--- src/rtl/ibex_lsm_mem_masker.sv ---
// ibex_lsm_mem_masker: masks stores and unmasks loads with a per-request mask FIFO
// IBEX_LSM_RUNTIME_DISABLE_EN adds lsm_en_i to gate the mask per transaction.
module ibex_lsm_mem_masker #(
    parameter int MaxOutstanding = 2
) (
    input  logic        clk_i,
    input  logic        rst_ni,
`ifdef IBEX_LSM_RUNTIME_DISABLE_EN
    input  logic        lsm_en_i,
`endif
    input  logic        lsu_req_i,
    output logic        lsu_gnt_o,
    input  logic        lsu_we_i,
    input  logic [3:0]  lsu_be_i,
    input  logic [31:0] lsu_addr_i,
    input  logic [31:0] lsu_wdata_i,
    output logic        lsu_rvalid_o,
    output logic [31:0] lsu_rdata_o,
    output logic        lsu_err_o,
    output logic        data_req_o,
    input  logic        data_gnt_i,
    output logic        data_we_o,
    output logic [3:0]  data_be_o,
    output logic [31:0] data_addr_o,
    output logic [31:0] data_wdata_o,
    input  logic        data_rvalid_i,
    input  logic [31:0] data_rdata_i,
    input  logic        data_err_i,
    output logic [31:0] lsm_addr_o,
    input  logic [31:0] lsm_mask_i,
    output logic        protocol_err_o
);
    localparam int PtrW = (MaxOutstanding > 1) ? $clog2(MaxOutstanding) : 1;
    localparam int CntW = $clog2(MaxOutstanding + 1);

    logic [CntW-1:0] cnt_q;
    logic [PtrW-1:0] wptr_q, rptr_q;
    logic [32:0]     fifo_q [MaxOutstanding];
    logic            protocol_err_q;
    logic            full, push, pop;
    logic [31:0]     eff_mask;
    logic [32:0]     head;

    function automatic logic [PtrW-1:0] inc(input logic [PtrW-1:0] p);
        return (p == PtrW'(MaxOutstanding - 1)) ? '0 : p + PtrW'(1);
    endfunction

`ifdef IBEX_LSM_RUNTIME_DISABLE_EN
    assign eff_mask = lsm_en_i ? lsm_mask_i : 32'h0;
`else
    assign eff_mask = lsm_mask_i;
`endif

    // mask is per word so sub-word accesses see consistent byte lanes
    assign lsm_addr_o   = {lsu_addr_i[31:2], 2'b00};
    assign full         = cnt_q == CntW'(MaxOutstanding);
    assign data_req_o   = lsu_req_i & ~full;
    assign data_we_o    = lsu_we_i;
    assign data_be_o    = lsu_be_i;
    assign data_addr_o  = lsu_addr_i;
    assign data_wdata_o = lsu_wdata_i ^ eff_mask;
    assign lsu_gnt_o    = data_gnt_i & data_req_o;
    assign push         = lsu_gnt_o;
    assign pop          = data_rvalid_i & (cnt_q != '0);
    assign head         = fifo_q[rptr_q];
    assign lsu_rvalid_o = pop;
    assign lsu_err_o    = pop & data_err_i;
    assign lsu_rdata_o  = (pop & ~head[32]) ? data_rdata_i ^ head[31:0] : 32'h0;
    assign protocol_err_o = protocol_err_q;

    always_ff @(posedge clk_i or negedge rst_ni) begin
        if (!rst_ni) begin
            cnt_q          <= '0;
            wptr_q         <= '0;
            rptr_q         <= '0;
            protocol_err_q <= 1'b0;
            for (int i = 0; i < MaxOutstanding; i++) fifo_q[i] <= '0;
        end else begin
            cnt_q          <= cnt_q + CntW'(push) - CntW'(pop);
            protocol_err_q <= data_rvalid_i & (cnt_q == '0);
            if (push) begin
                fifo_q[wptr_q] <= {lsu_we_i, eff_mask};
                wptr_q         <= inc(wptr_q);
            end
            if (pop) rptr_q <= inc(rptr_q);
        end
    end
endmodule
--- config.mk ---
export PLATFORM = sky130hd
export DESIGN_NAME = ibex_lsm_mem_masker
export DESIGN_NICKNAME = d
export VERILOG_FILES = /design/src/rtl/ibex_lsm_mem_masker.sv
export SDC_FILE = /design/constraint.sdc
export NUM_CORES = 1
export LEC_CHECK = 0
export CAP_MARGIN = 40
export CORE_MARGIN = 2
export CORE_UTILIZATION = 40
export CTS_CLUSTER_SIZE = 12
export DETAILED_ROUTE_END_ITERATION = 6
export HOLD_SLACK_MARGIN = 0.08
export PLACE_DENSITY = 0.91
export SETUP_SLACK_MARGIN = 0.5
export SLEW_MARGIN = 5
export SYNTH_ARGS = -nofsm -noshare
export SYNTH_HDL_FRONTEND = slang
export SYNTH_SLANG_ARGS = --single-unit
--- constraint.sdc ---
create_clock -name clk_i -period 3.13 [get_ports clk_i]
set_clock_uncertainty 0.2 [all_clocks]
set_input_delay 0.626 -clock clk_i [delete_from_list [all_inputs] [get_ports clk_i]]
set_output_delay 0.626 -clock clk_i [all_outputs]
set_load 0.02 [all_outputs]
==> key figures <==
Outcome
  • Status: finished, final reports clean

CTS
  • Clock slew at reported path FFs: 80 ps
  • Worst skew pair latency: 330 ps
  • Hold_buf cts: 0
  • CTS buffer count: 9
  • CTS Sinks: 71
  • Clock root buffer: clkbuf_8
  • Clock Path Buffers: 2
  • CTS tree: done
  • Max H-tree Level: 3

Yosys
  • Post-synthesis sequential area ratio: between 40% and 50%
  • Synth warn: 0
  • Syn Inst Count: 368
  • Commonest cells in the netlist: 72 x buf_4, 71 x dfrtp_1, 66 x xor2_1
  • Synthesized area: 4420 um^2
  • Share of the synthesized area in the top cell type: 40.2%
  • Syn avg cell area: 12.0 um^2
  • Async set or reset register ratio after synthesis: 100%
  • Top cells by area, synth: dfrtp_1 40%, xor2_1 13%, buf_4 12%
  • Synth area leader: dfrtp_1
  • Most used DFF post-synth: dfrtp_1
  • Post-synth cell types: 25
  • Yosys reg bits: 71
  • Most frequent cell after synthesis: buf_4
  • Post-synth EDFFs: 0

STA
  • Final hold vios: 0
  • Unrepaired setup endpoints after global routing: true
  • Fmax: 382 MHz
  • Setup TNS: 0 ps
  • Fin. max-slew vios: 0
  • Final hold slack: 127 ps
  • Slew Limit Headroom: between 50% and 60%
  • Fin crit period: about 2600 ps
  • Setup violators final: 0
  • Worst-margin pin slew: 658 ps
  • Final period util: about 84%

Final layout
  • Core Util, Final: between 50% and 60%
  • Share of cells above drive strength 1: between 20% and 30%
  • Multi-input combinational cell area: 2060 um^2
  • N_diodes: 0
  • Design area: 5950 um^2
  • Layout area overhead: 34.6%
  • FILL cells: 921
  • FF+latch area: around 1800 um^2
  • Fin nets: 622

Route
  • WL met1: between 3 and 4 mm
  • Met3 routed WL: 732 um
  • Via/cell ratio: roughly 4.7
  • 1st-pass router iterations: 4
  • Post-route ant nets: 0
  • Routed WL per cell: 16.9 um
  • Wirelength, routed: 10.6 mm
  • Metal2 WL: 5.82 mm
  • Max layer used: met4
  • 1st-iter DRT viols: 70
  • DR vias: 2944
  • # DRC: 0

Job
  • Max-cap violations: 0

Pwr
  • Cell area power density: 816 nW/um^2
  • Peak VDD IR: 0.324 mV
  • Leakage Power: between 2 and 3 nW
  • Final Power: 4.85 mW

Placement
  • Dpl cell area: 5790 um^2
  • Routability cong.: approximately 0.69
  • Post-DP HPWL: approximately 8.2 mm
  • PortBufs: 172

Global routing
  • Total gr overflow: 0
  • Total GRT Usage: 17.7%
  • First-pass GRT wire length: around 16 mm
  • Initial antenna violation count: 0
  • Largest net degree at the start of global routing: 52
  • Vias in the first global route: 3159

Worst setup path
  • WP data arrival: 1790 ps
  • CP Data Required Time: 2300 ps
  • CP startpoint kind: register
  • Crit Path Category: reg -> out
  • Setup crit end kind: output port
  • Crit Path Max Fanout: 11

Die
  • Die width: 109 um
  • Floorplan row count: 38
  • Ports: 277
  • Initial Util: 41.0%
  • Core area: around 11000 um^2
  • Die area: 11900 um^2
  • Die Y-Extent: 109 um

Hold path
  • Hold WC Path Type: in -> async
timing repair:
action	CTS	global route
resized for setup	140	25
endpoints found under the setup margin	68	27
pin swaps	5	2
buffers inserted	2	1
per-layer routing:
layer,global-route usage (%),up-vias
li1,-,1365
met1,19.6,1420
met2,33.7,151
met3,3.65,8
met4,4.95,0
met5,0,-
registers in the layout (all words and copies together) (netlist names):
signal	flops
cnt_q	2
fifo_q	66
protocol_err_o	1
rptr_q	1
wptr_q	1
layout by cell type, fill, tap and decap left out, types with 3 or more instances in the layout:
master,synthesis,final
buf_12,3,5
dlygate4sd2_1,0,36
clkdlybuf4s50_1,0,102
mux2_4,30,30
mux2_2,36,36
clkbuf_2,0,9
buf_2,4,13
xor2_1,66,66
clkdlybuf4s15_1,0,3
clkbuf_8,0,9
buf_4,72,9
mux2i_1,33,24
dfrtp_1,71,70
mux2i_2,0,7
clkdlybuf4s15_2,0,7
nor2_1,33,32
critical path, cell delays in order, from the launching register on:
cell and delay (ps):
dfrtp_4 540, mux2i_2 220, nand2_2 110, buf_4 190, nor2_1 130, clkdlybuf4s15_2 280
logic make-up (layout without fill, tap and decap cells):
logic type	Yosys count	in the layout	share of synthesized area [%]
mux	99	99	26.8
buf+inv	84	202	14.6
flops	71	71	40.2
xor+xnor	67	67	13.3
simple gates	43	43	4.42
compound gates	2	2	0.283
fa+ha+maj	1	1	0.283
other cells	1	2	0.0848
power by group:
group          internal, mW  leakage, nW  switching (mW)
Combinational          1.36         1.77            1.09
Clock                 0.369       0.0956           0.348
Sequential             1.39        0.844           0.299
Total                  3.11         2.71            1.74
layout make-up:
cell class / count / area share [%]
clock inverter: 7 / 1.22
inverter: 1 / 0.0631
tap: 140 / 2.94
multi-input combinational: 214 / 34.6
clock buffer: 9 / 2.08
sequential: 71 / 29.9
timing repair buffer: 185 / 29.2
through the flow:
stage	setup WS [ps]	instances
6_report	513	627
5_1_grt	406	627
4_1_cts	501	626
3_5_place_dp	-70.3	608
3_3_place_gp	0.768	608
2_1_floorplan	717	369
worst paths after layout:
path / from / to / slack (ps) / cells past startpoint
max in group asynchronous: rst_ni / fifo_q[42] / 1950 / 2
worst min-delay path: rst_ni / fifo_q[51] / 130 / 1
worst max-delay path: rptr_q / lsu_rdata_o[14] / 510 / 5
min in group clk_i: fifo_q[28] / fifo_q[28] / 310 / 1
worst max register to register: cnt_q[0] / fifo_q[17] / 1270 / 4
worst min register to register: fifo_q[28] / fifo_q[28] / 310 / 1
No activity file was read; power rests on OpenSTA's default activity.
